### src/rtl/gpu_video_pkg.sv
// Shared constants and types for the GPU video path: default 640x480@60 raster timing,
// coordinate/index widths and the sync/enable tag carried down the alignment delay line.
package gpu_video_pkg;

  localparam int unsigned DEF_H_ACTIVE = 640;
  localparam int unsigned DEF_H_FP     = 16;
  localparam int unsigned DEF_H_SYNC   = 96;
  localparam int unsigned DEF_H_BP     = 48;
  localparam int unsigned DEF_V_ACTIVE = 480;
  localparam int unsigned DEF_V_FP     = 10;
  localparam int unsigned DEF_V_SYNC   = 2;
  localparam int unsigned DEF_V_BP     = 33;

  localparam int unsigned COORD_W = 10;
  localparam int unsigned INDEX_W = 9;

  typedef struct packed {
    logic hsync;
    logic vsync;
    logic enable;
  } scan_tag_t;

  // Value of a tag outside the active region with both syncs deasserted.
  localparam scan_tag_t TAG_IDLE = '{hsync: 1'b1, vsync: 1'b1, enable: 1'b0};

endpackage

### src/rtl/scan_counter.sv
// Raster x/y wrap counters with registered active-region enable and raw sync decode.
// Nothing is issued until the first pix_ce after reset, which issues (0,0).
module scan_counter
  import gpu_video_pkg::*;
#(
  parameter int unsigned H_ACTIVE = DEF_H_ACTIVE,
  parameter int unsigned H_FP     = DEF_H_FP,
  parameter int unsigned H_SYNC   = DEF_H_SYNC,
  parameter int unsigned H_BP     = DEF_H_BP,
  parameter int unsigned V_ACTIVE = DEF_V_ACTIVE,
  parameter int unsigned V_FP     = DEF_V_FP,
  parameter int unsigned V_SYNC   = DEF_V_SYNC,
  parameter int unsigned V_BP     = DEF_V_BP
) (
  input  logic               clk,
  input  logic               rst_n,
  input  logic               pix_ce,
  output logic [COORD_W-1:0] x,
  output logic [COORD_W-1:0] y,
  output scan_tag_t          tag,
  output logic               frame_start
);

  localparam int unsigned H_TOTAL = H_ACTIVE + H_FP + H_SYNC + H_BP;
  localparam int unsigned V_TOTAL = V_ACTIVE + V_FP + V_SYNC + V_BP;

  localparam logic [COORD_W-1:0] X_LAST   = COORD_W'(H_TOTAL - 1);
  localparam logic [COORD_W-1:0] Y_LAST   = COORD_W'(V_TOTAL - 1);
  localparam logic [COORD_W-1:0] X_ACT    = COORD_W'(H_ACTIVE);
  localparam logic [COORD_W-1:0] Y_ACT    = COORD_W'(V_ACTIVE);
  localparam logic [COORD_W-1:0] HS_START = COORD_W'(H_ACTIVE + H_FP);
  localparam logic [COORD_W-1:0] HS_END   = COORD_W'(H_ACTIVE + H_FP + H_SYNC);
  localparam logic [COORD_W-1:0] VS_START = COORD_W'(V_ACTIVE + V_FP);
  localparam logic [COORD_W-1:0] VS_END   = COORD_W'(V_ACTIVE + V_FP + V_SYNC);

  logic               running_q, running_d;
  logic [COORD_W-1:0] x_q, x_d;
  logic [COORD_W-1:0] y_q, y_d;
  scan_tag_t          tag_q, tag_d;
  logic               fs_q, fs_d;

  always_comb begin
    running_d = running_q;
    x_d       = x_q;
    y_d       = y_q;
    tag_d     = tag_q;
    fs_d      = 1'b0;
    if (pix_ce) begin
      running_d = 1'b1;
      if (!running_q) begin
        x_d  = '0;
        y_d  = '0;
        fs_d = 1'b1;
      end else if (x_q == X_LAST) begin
        x_d = '0;
        if (y_q == Y_LAST) begin
          y_d  = '0;
          fs_d = 1'b1;
        end else begin
          y_d = y_q + 1'b1;
        end
      end else begin
        x_d = x_q + 1'b1;
      end
      // Decode from the coordinate being issued so the tag changes together with x/y.
      tag_d.enable = (x_d < X_ACT) && (y_d < Y_ACT);
      tag_d.hsync  = !((x_d >= HS_START) && (x_d < HS_END));
      tag_d.vsync  = !((y_d >= VS_START) && (y_d < VS_END));
    end
  end

  always_ff @(posedge clk or negedge rst_n) begin
    if (!rst_n) begin
      running_q <= 1'b0;
      x_q       <= '0;
      y_q       <= '0;
      tag_q     <= TAG_IDLE;
      fs_q      <= 1'b0;
    end else begin
      running_q <= running_d;
      x_q       <= x_d;
      y_q       <= y_d;
      tag_q     <= tag_d;
      fs_q      <= fs_d;
    end
  end

  assign x           = x_q;
  assign y           = y_q;
  assign tag         = tag_q;
  assign frame_start = fs_q;

endmodule

### src/rtl/vga_scan_driver.sv
// Raster scan-out: issues coordinates to the layer pipeline, delays sync/enable by PIPE_LAT
// pixel ticks and registers the returned palette index alongside aligned sync and blank.
module vga_scan_driver
  import gpu_video_pkg::*;
#(
  parameter int unsigned H_ACTIVE = DEF_H_ACTIVE,
  parameter int unsigned H_FP     = DEF_H_FP,
  parameter int unsigned H_SYNC   = DEF_H_SYNC,
  parameter int unsigned H_BP     = DEF_H_BP,
  parameter int unsigned V_ACTIVE = DEF_V_ACTIVE,
  parameter int unsigned V_FP     = DEF_V_FP,
  parameter int unsigned V_SYNC   = DEF_V_SYNC,
  parameter int unsigned V_BP     = DEF_V_BP,
  parameter int unsigned PIPE_LAT = 2
) (
  input  logic               clk,
  input  logic               rst_n,
  input  logic               pix_ce,
  output logic [COORD_W-1:0] x,
  output logic [COORD_W-1:0] y,
  output logic               enable,
  input  logic [INDEX_W-1:0] index_in,
  output logic [INDEX_W-1:0] index_out,
  output logic               hsync,
  output logic               vsync,
  output logic               blank,
  output logic               frame_start
);

  scan_tag_t          tag;
  scan_tag_t          dly_q [PIPE_LAT];
  scan_tag_t          dly_out;
  logic [INDEX_W-1:0] index_q;
  logic               hsync_q;
  logic               vsync_q;
  logic               blank_q;

  scan_counter #(
    .H_ACTIVE (H_ACTIVE),
    .H_FP     (H_FP),
    .H_SYNC   (H_SYNC),
    .H_BP     (H_BP),
    .V_ACTIVE (V_ACTIVE),
    .V_FP     (V_FP),
    .V_SYNC   (V_SYNC),
    .V_BP     (V_BP)
  ) u_scan_counter (
    .clk         (clk),
    .rst_n       (rst_n),
    .pix_ce      (pix_ce),
    .x           (x),
    .y           (y),
    .tag         (tag),
    .frame_start (frame_start)
  );

  // One stage per layer-pipeline register, so dly_out lines up with index_in.
  always_ff @(posedge clk or negedge rst_n) begin
    if (!rst_n) begin
      for (int i = 0; i < PIPE_LAT; i++) dly_q[i] <= TAG_IDLE;
    end else if (pix_ce) begin
      dly_q[0] <= tag;
      for (int i = 1; i < PIPE_LAT; i++) dly_q[i] <= dly_q[i-1];
    end
  end

  assign dly_out = dly_q[PIPE_LAT-1];

  always_ff @(posedge clk or negedge rst_n) begin
    if (!rst_n) begin
      index_q <= '0;
      hsync_q <= 1'b1;
      vsync_q <= 1'b1;
      blank_q <= 1'b1;
    end else if (pix_ce) begin
      index_q <= dly_out.enable ? index_in : '0;
      hsync_q <= dly_out.hsync;
      vsync_q <= dly_out.vsync;
      blank_q <= !dly_out.enable;
    end
  end

  assign enable    = tag.enable;
  assign index_out = index_q;
  assign hsync     = hsync_q;
  assign vsync     = vsync_q;
  assign blank     = blank_q;

endmodule

### config.mk
export PLATFORM = sky130hd
export DESIGN_NAME = vga_scan_driver
export DESIGN_NICKNAME = d
export VERILOG_FILES = /design/src/rtl/gpu_video_pkg.sv /design/src/rtl/scan_counter.sv /design/src/rtl/vga_scan_driver.sv
export SDC_FILE = /design/constraint.sdc
export NUM_CORES = 1
export LEC_CHECK = 0
export BUFFER_PORTS_ARGS = -buffer_cell sky130_fd_sc_hd__buf_2
export CORE_MARGIN = 4
export CORE_UTILIZATION = 50
export DETAILED_ROUTE_END_ITERATION = 12
export PLACE_DENSITY = 0.76
export SLEW_MARGIN = 20
export SYNTH_ARGS = -nofsm -noshare
export SYNTH_HDL_FRONTEND = slang
export SYNTH_SLANG_ARGS = --single-unit
### constraint.sdc
create_clock -name clk -period 2.1 [get_ports clk]
set_input_delay 0.105 -clock clk [delete_from_list [all_inputs] [get_ports clk]]
set_output_delay 0.105 -clock clk [all_outputs]
set_load 0.02 [all_outputs]
# [Word level (Yosys, flattened, before mapping)]
# Cells that the tools add are included.
[word_totals] in_bits=12 output_inout_bits=34 word_cells=45 regBits=43
[op_classes] n_eq_ne=2 n_reduce_logical=6 n_addsub=2 magnitude_cmp=6 n_mux=12
[ops] cell="2-to-1 mux 10 bit" n=7
[ops] cell="adder 10 x 1 -> 10 bit, second input constant" n=2
[ops] cell="== test 10 bit, second input constant" n=2
[ops] cell="less-than comparator 10 bit, second input constant" n=2
[ops] cell="less-than comparator 10 x 9 -> 1 bit, second input constant" n=2
[ops] cell="greater-or-equal comparator 10 bit, second input constant" n=1
[ops] cell="greater-or-equal comparator 10 x 9 -> 1 bit, second input constant" n=1
[ops] cell="2-to-1 mux 9 bit" n=1
[ops] cell="2-to-1 mux 1 bit" n=4
[ops] cell="logical AND 1 bit" n=3
[ops] cell="zero test 1 bit" n=3

# [Longest topological paths before layout]
# Gate-level depths: netlist of run 1.
[depth] word_depth=8 ltp_mapped=9 mapped_depth_nobuf=7

# [Cells and area by module]
# A second synthesis of run 1 with hierarchy kept.
[unflattened] cells_unflattened=249 hier_area_um2=2373.5
[modules_own_cells] mod="scan_counter" seq_area_each_um2=628.1 cells_per_inst=190 n_inst=1 area_per_inst_um2=1647.8
[modules_own_cells] mod="vga_scan_driver" seq_area_each_um2=459.2 cells_per_inst=59 n_inst=1 area_per_inst_um2=725.7

# [Worst setup path after synthesis of run 1]
# Ideal clock, no wire load.
[synth_timing] kind="reg-to-reg" startpoint="register u_scan_counter.y_q[0], in the netlist u_scan_counter.y[0]" endpoint="register u_scan_counter.y_q[7], in the netlist u_scan_counter.y[7]" synth_period_minus_slack_ns=2.423 path_buffers=1 t_arrival_ns=2.298 path_stages_with_launch=9 setup_slack_ns=-0.323 required_ns=1.975 path_cell_list="dfrtp_1 inv_1 ha_1 or4b_1 or4_4 o21ai_2 buf_6 o21ai_1 mux2_2"
[synth_via] elab_chain_len=5 word_cells_on_any_way=6
[synth_rtl] element="start, declared" line_no="scan_counter.sv:38" text="logic [COORD_W-1:0] y_q, y_d;"
[synth_rtl] element="start signal, assigned" line_no="scan_counter.sv:82" text="y_q <= y_d;"
[synth_rtl] element="adder 10 x 1 -> 10 bit or == test 10 bit (tied branches)" line_no="scan_counter.sv:60, scan_counter.sv:56"
[synth_rtl] element="2-to-1 mux 10 bit *" line_no="scan_counter.sv:56" text="if (y_q == Y_LAST) begin"
[synth_rtl] element="2-to-1 mux 10 bit *" line_no="scan_counter.sv:54" text="end else if (x_q == X_LAST) begin"
[synth_rtl] element="2-to-1 mux 10 bit *" line_no="scan_counter.sv:50" text="if (!running_q) begin"
[synth_rtl] element="2-to-1 mux 10 bit *" line_no="scan_counter.sv:48" text="if (pix_ce) begin"
# Mark *: on every way between the ends. The rest lies on a longest branch, timed or not. The select of a mux whose other input is x is not followed.
# A chain may end at the register's enable or synchronous reset.

# [Final worst setup path of run 1]
[layout_timing] startpoint="register u_scan_counter.y_q[0], in the netlist u_scan_counter.y[0]" endpoint="register u_scan_counter.y_q[2], in the netlist u_scan_counter.y[2]"
# The elaborated chain is that of the path after synthesis.

==> summary.md, run 1 <==
| Metric | Value |
|---|---|
| Pwr Density | `between 800 and 900 mW/mm2` |
| Max-cap violation count | `0` |
| Crit Path Max Fanout | `4` |
| EDFF count, synth | `0` |
| Final std cells w/o fill | `398` |
| Final Cycle Share | `112%` |
| Final setup viols | `13` |
| Synth top area share | `34.9%` |
| Hold endpoint | `index_out[6]` |
| Slew margin rel. | `63.8%` |
| Pin count of the biggest net entering global routing | `34` |
| Crit start category | `flip-flop` |
| Layout cells sized above 1 | `41.4%` |
| Worst hold slack | `0.0394 ns` |
| Die W | `77.8 um` |
| Final Util | `roughly two thirds` |
| Failing checks | `setup timing` |
| Clk_lat worst skew | `0.30 ns` |
| Crit path required time | `2.29 ns` |
| Minimum clock period | `between 2 and 2.5 ns` |
| Slowest-stage cell, CP | `or4_4` |
| Clock skew | `0.00262 ns` |
| Synth warn | `0` |
| Synth top area cells | `dfrtp_1 (35%), dfstp_2 (9.7%), mux2_2 (6.0%), o21ai_0 (4.7%), nand3_1 (3.9%)` |
| Peak supply drop | `0.000679 V` |
| Worst path arrival time | `roughly 2.5 ns` |
| First-pass GRT wire length | `10100 um` |
| Fin worst setup slack | `-0.246 ns` |
| Crit. Startpoint | `u_scan_counter.y[0]` |
| Sw Ratio | `34.7%` |
| #FFs+latches synth | `43` |
| Clk root buf | `clkbuf_8` |
| Top post-synthesis cells by count | `dfrtp_1 (34), o21ai_0 (23), nand3_1 (19)` |
| # IOs | `46` |
| WHS Path Cells | `3` |
| Drt wl/cell | `14.8 um` |
| Vias per cell | `roughly 5.5` |
| Setup TNS | `-2.31 ns` |
| Clk pin slew, worst setup/hold paths | `0.08 ns` |
| Core footprint | `0.00472 mm2` |
| Reg power frac | `38.1%` |
| # DRC | `0` |
| Vias | `2202` |
| Placed Cells | `385` |
| Slowest stage delay, CP | `0.54 ns` |
| Mean Syn Cell Area | `approximately 9.5 um2` |
| CP Class | `reg2reg` |
| Max Clk Rate | `426 MHz` |
| R2r setup slk | `-0.25 ns` |
| Pint | `1.76 mW` |
| Die footprint | `approximately 0.0061 mm2` |
| CTS buffer count | `5` |
| Worst-path cell chain | `inv_2 -> ha_4 -> or4b_4 -> or4_4 -> o211ai_1 -> buf_4 -> nor3_1 -> a21o_1` |
| Routability-driven placement congestion ratio | `0.874` |
| Diodes inserted | `0` |
| Seq/Total Area, Yosys | `~45%` |
| Dpl hpwl | `4310 um` |
| DRC marker count from the first detailed-route iteration | `162` |
| RSZ-0062 raised after global routing | `true` |
| RR Endpoint | `u_scan_counter.y[2]` |
| First-pass detailed-route iteration total | `6` |
| Min-delay src | `index_in[6]` |
| Gate power share | `36.5%` |
| Clock tree buffer depth | `2` |
| Die height | `77.8 um` |
| Slew @ Worst Pin | `0.543 ns` |
| Reg2Reg Launch Point | `u_scan_counter.y[0]` |
| Static Leak | `1.38 nW` |
| Final WL | `5870 um` |
| Yosys top cell by area | `dfrtp_1` |
| Max-slew violations | `0` |
| Final #Nets | `about 350` |
| Post-synth cell types | `49` |
| Register-to-Register Path Depth | `8` |
| Post-synthesis async set-or-reset flop share | `100%` |
| Net Switching | `936 uW` |
| Hold violation total from the final report | `0` |
| GRT Residual Overflow | `0` |
| Number of global-route vias before repair | `2099` |
| Clk sinks | `43` |
| CTS tree | `done` |
| Prevailing post-synth register cell | `dfrtp_1` |
| Synthesized area | `between 0.002 and 0.0025 mm2` |
| Min-Delay Path Class | `in2reg` |
| Final Power | `2.70 mW` |
| Clock power share | `25.5%` |
| Most frequent cell after synthesis | `dfrtp_1` |
| Status | `finished, violations left` |
| Syn-to-layout area delta | `28.7%` |
| Htree depth | `2` |
| Gr usage total | `around a fifth` |
| Syn Nets | `about 270` |
| Crit path capture type | `flip-flop` |
| Syn Inst Count | `approximately 260` |
| PortBufs | `45` |
| # rows | `25` |
| Initial Utilization | `about half` |
| Antenna Nets Post-Route | `0` |
| Initial antenna violation count | `0` |
power by group through the flow:
stage,clock network (mW),logic [mW],registers (mW)
2_1_floorplan,0,0.457,1.20
3_3_place_gp,0,0.952,1.04
3_5_place_dp,0,0.975,1.04
4_1_cts,0.703,0.981,1.03
5_1_grt,0.740,1.10,1.04
6_report,0.688,0.984,1.03
registers in the layout, indices dropped and copies added, names as in the netlist:
name and cells:
u_scan_counter.y 10, vsync 1, u_scan_counter.x 10, u_scan_counter.running_q 1
u_scan_counter.frame_start 1, hsync 1, index_out 9, dly_q 3
blank 1, u_scan_counter.tag 3, dly_out 3
kinds of logic (layout without fill, tap and decap cells):
kind of cell | after synthesis | in the layout | share of synthesized area [%]
compound gates | 66 | 67 | 18.7
simple gates | 90 | 90 | 19.7
mux | 15 | 15 | 6.82
xor+xnor | 4 | 4 | 1.44
buf+inv | 36 | 109 | 7.23
fa+ha+maj | 3 | 3 | 1.54
flops | 43 | 43 | 44.6
cell type report:
type                    count  area (um2)
clock buffers               6        82.6
clock inverters             2        38.8
fillers                   378        1580
repair buffers             86         539
inverters                  15        56.3
well taps                  67        83.8
multi-input cells         179        1240
flip-flops and latches     43        1090
layout by cell type, fill, tap and decap left out, drive strengths merged, types with 4 or more instances in the layout:
master / count
o31ai: 4
dfstp: 9
dfrtp: 34
nand2: 14
a21oi: 7
buf: 85
a21o: 4
nor2: 14
o21ai: 29
nand4: 5
nor4: 5
and3: 4
or3: 4
nand3: 19
clkbuf: 6
inv: 16
mux2: 13
nor3: 10
per-layer routing:
metal	global-route usage, %	routed length, um	vias up
li1	-	-	1081
met1	26.3	2550	1052
met2	35.4	2920	62
met3	4.76	328	7
met4	5.52	72	0
met5	0	0	-
what timing repair did:
action                                  in CTS  in global routing
hold buffers                                 1                  0
buffers inserted                             3                  0
endpoints found under the setup margin      13                 14
pin swaps                                    2                  3
gates resized for setup                      2                  6
gates cloned                                 1                  0
hold endpoints to repair                    10                  0
stage by stage:
stage	setup slack, ns	instance area, um2
after floorplan	-0.270	2470
after global placement	-0.214	2940
after detailed placement	-0.300	2940
after CTS	-0.262	3110
after global routing	-0.346	3140
final	-0.246	3140
worst max-delay path by stage:
| stage | end | slack (ns) | cells past startpoint |
|---|---|---|---|
| 2_1_floorplan | u_scan_counter.y[7] | -0.27 | 7 |
| 3_3_place_gp | u_scan_counter.tag[1] | -0.21 | 8 |
| 3_5_place_dp | u_scan_counter.tag[1] | -0.30 | 8 |
| 4_1_cts | u_scan_counter.y[7] | -0.26 | 7 |
| 5_1_grt | u_scan_counter.y[5] | -0.35 | 8 |
| 6_report | u_scan_counter.y[2] | -0.25 | 8 |
critical path: cells and delay by family, from the launching register on:
family                     cells  cell delay, ns
buffers and inverters          2            0.25
DFF                            1            0.41
and+or+nand+nor                3            1.03
adders and majority gates      1            0.12
AOI/OAI and AO/OA              2            0.43
No activity file was read; power rests on OpenSTA's default activity.
==> run 2: changes to the inputs <==
Settings changed: BUFFER_PORTS_ARGS -buffer_cell sky130_fd_sc_hd__buf_2 to -buffer_cell sky130_fd_sc_hd__clkbuf_2, CTS_CLUSTER_DIAMETER from default to 100, RECOVER_POWER from default to 25.
==> summary.md, run 2 (synthesis results as in run 1) <==
| Metric | Value |
|---|---|
| Final WL | `6170 um (was 5870 um)` |
| Layout cells sized above 1 | `41.4% (unchanged)` |
| First-pass detailed-route iteration total | `4 (was 6)` |
| Vias | `2240 (was 2202)` |
| Final Util | `67.2% (was 66.5%)` |
| Hold violation total from the final report | `0 (unchanged)` |
| Vias per cell | `5.63 (was 5.53)` |
| Slew @ Worst Pin | `0.991 ns (was 0.543 ns)` |
| PortBufs | `45 (unchanged)` |
| Setup TNS | `-1.61 ns (was -2.31 ns)` |
| Peak supply drop | `0.000629 V (was 0.000679 V)` |
| Most frequent cells in the layout | `clkbuf_2 (43), buf_4 (38), dfrtp_1 (29) (was buf_2 (45), buf_4 (39), dfrtp_1 (29))` |
| RSZ-0062 raised after global routing | `true (unchanged)` |
| Crit Path Max Fanout | `5 (was 4)` |
| Post-route design area | `0.00317 mm2 (was 0.00314 mm2)` |
| Pin count of the biggest net entering global routing | `29 (was 34)` |
| Final std cells w/o fill | `398 (unchanged)` |
| Clk sinks | `43 (unchanged)` |
| Status | `finished, violations left (unchanged)` |
| Drt wl/cell | `15.5 um (was 14.8 um)` |
| Pwr Density | `836 mW/mm2 (was 860 mW/mm2)` |
| Clk pin slew, worst setup/hold paths | `0.09 ns (was 0.08 ns)` |
| Number of global-route vias before repair | `2104 (was 2099)` |
| Max-cap violation count | `0 (unchanged)` |
| Worst path arrival time | `2.50 ns (was 2.54 ns)` |
| Placed Cells | `384 (was 385)` |
| CTS buffer count | `5 (unchanged)` |
| Initial antenna violation count | `0 (unchanged)` |
| # IOs | `46 (unchanged)` |
| Failing checks | `setup timing (unchanged)` |
| Die footprint | `0.00606 mm2 (unchanged)` |
| Fin worst setup slack | `-0.202 ns (was -0.246 ns)` |
| Clk root buf | `clkbuf_8 (unchanged)` |
| # DRC | `0 (unchanged)` |
| DRC marker count from the first detailed-route iteration | `226 (was 162)` |
| Clock tree buffer depth | `2 (unchanged)` |
| Core footprint | `0.00472 mm2 (unchanged)` |
| # rows | `25 (unchanged)` |
| Crit start category | `flip-flop (unchanged)` |
| Final Cycle Share | `110% (was 112%)` |
| Minimum clock period | `2.30 ns (was 2.35 ns)` |
| Diodes inserted | `0 (unchanged)` |
| Initial Utilization | `51.6% (unchanged)` |
| Gr usage total | `20.7% (about the same)` |
| GRT Residual Overflow | `0 (unchanged)` |
| Static Leak | `1.36 nW (was 1.38 nW)` |
| Dpl hpwl | `4340 um (was 4310 um)` |
| Die height | `77.8 um (unchanged)` |
| Most common cell after layout, fill and taps aside | `clkbuf_2 (was buf_2)` |
| Max Clk Rate | `434 MHz (was 426 MHz)` |
| Crit path required time | `2.30 ns (was 2.29 ns)` |
| First-pass GRT wire length | `10100 um (about the same)` |
| Clock skew | `0.00963 ns (was 0.00262 ns)` |
| Placed Area | `0.00293 mm2 (was 0.00294 mm2)` |
| Slew margin rel. | `33.9% (was 63.8%)` |
| Crit path capture type | `flip-flop (unchanged)` |
| Min-Delay Path Class | `in2reg (unchanged)` |
| Final #Nets | `345 (unchanged)` |
| CTS tree | `done (unchanged)` |
| Clk_lat worst skew | `0.30 ns (about the same)` |
| Routability-driven placement congestion ratio | `0.917 (was 0.874)` |
| CP Class | `reg2reg (unchanged)` |
| Worst hold slack | `0.0338 ns (was 0.0394 ns)` |
| Syn-to-layout area delta | `30.1% (was 28.7%)` |
| Final setup viols | `12 (was 13)` |
| Htree depth | `2 (unchanged)` |
| Die W | `77.8 um (unchanged)` |
| Antenna Nets Post-Route | `0 (unchanged)` |
| Max-slew violations | `0 (unchanged)` |
run 2: final timing paths:
| check | startpoint | end | slack [ns] | cells after the start |
|---|---|---|---|---|
| setup reg to reg | u_scan_counter.y[0] | u_scan_counter.y[7] | -0.20 | 7 |
| setup / recovery | u_scan_counter.y[0] | u_scan_counter.y[7] | -0.20 | 7 |
| min in group asynchronous | rst_n | u_scan_counter.y[4] | 0.48 | 2 |
| hold reg to reg | blank | blank | 0.51 | 2 |
| hold / removal | index_in[1] | index_out[1] | 0.03 | 3 |
| max in group asynchronous | rst_n | u_scan_counter.tag[1] | 0.68 | 3 |
run 2: metrics by stage:
step	power (mW)	setup WS, ns
2_1_floorplan	1.65	-0.270
3_3_place_gp	1.97	-0.210
3_5_place_dp	2.00	-0.282
4_1_cts	2.65	-0.177
5_1_grt	2.81	-0.272
6_report	2.65	-0.202
run 2: critical path, cell delays in order, from the launching register on:
cell	delay, ns
dfrtp_2	0.41
inv_2	0.08
ha_4	0.13
or4b_4	0.44
or4_4	0.47
o21ai_4	0.27
o21ai_1	0.11
mux2_4	0.30
run 2: timing repair:
item                                    CTS  global route
hold buffers                              1             0
endpoints found under the setup margin   13            13
buffers inserted                          3             1
gates cloned                              1             0
gates resized for setup                   9             8
pin swaps                                 8             5
endpoints found under the hold margin    14             0
run 2: area by class of cell:
cell class              instances  area (um2)
well taps                      67        83.8
fillers                       366        1550
multi-input cells             179        1290
repair buffers                 86         533
clock buffers                   5        68.8
flip-flops and latches         43        1090
inverters                      15        56.3
clock inverters                 3        43.8
run 2: report_power, final:
| part | total, mW | internal (mW) | switching, mW |
|---|---|---|---|
| combinational | 0.968 | 0.406 | 0.562 |
| sequential | 1.03 | 0.949 | 0.0852 |
| clock | 0.650 | 0.354 | 0.296 |
run 2: per-layer routing:
metal | global-route usage, % | vias up | wire length, um
li1 | - | 1077 | -
met1 | 26.9 | 1083 | 2680
met2 | 36.0 | 71 | 3110
met3 | 3.36 | 9 | 309
met4 | 4.98 | 0 | 71
met5 | 0 | - | 0
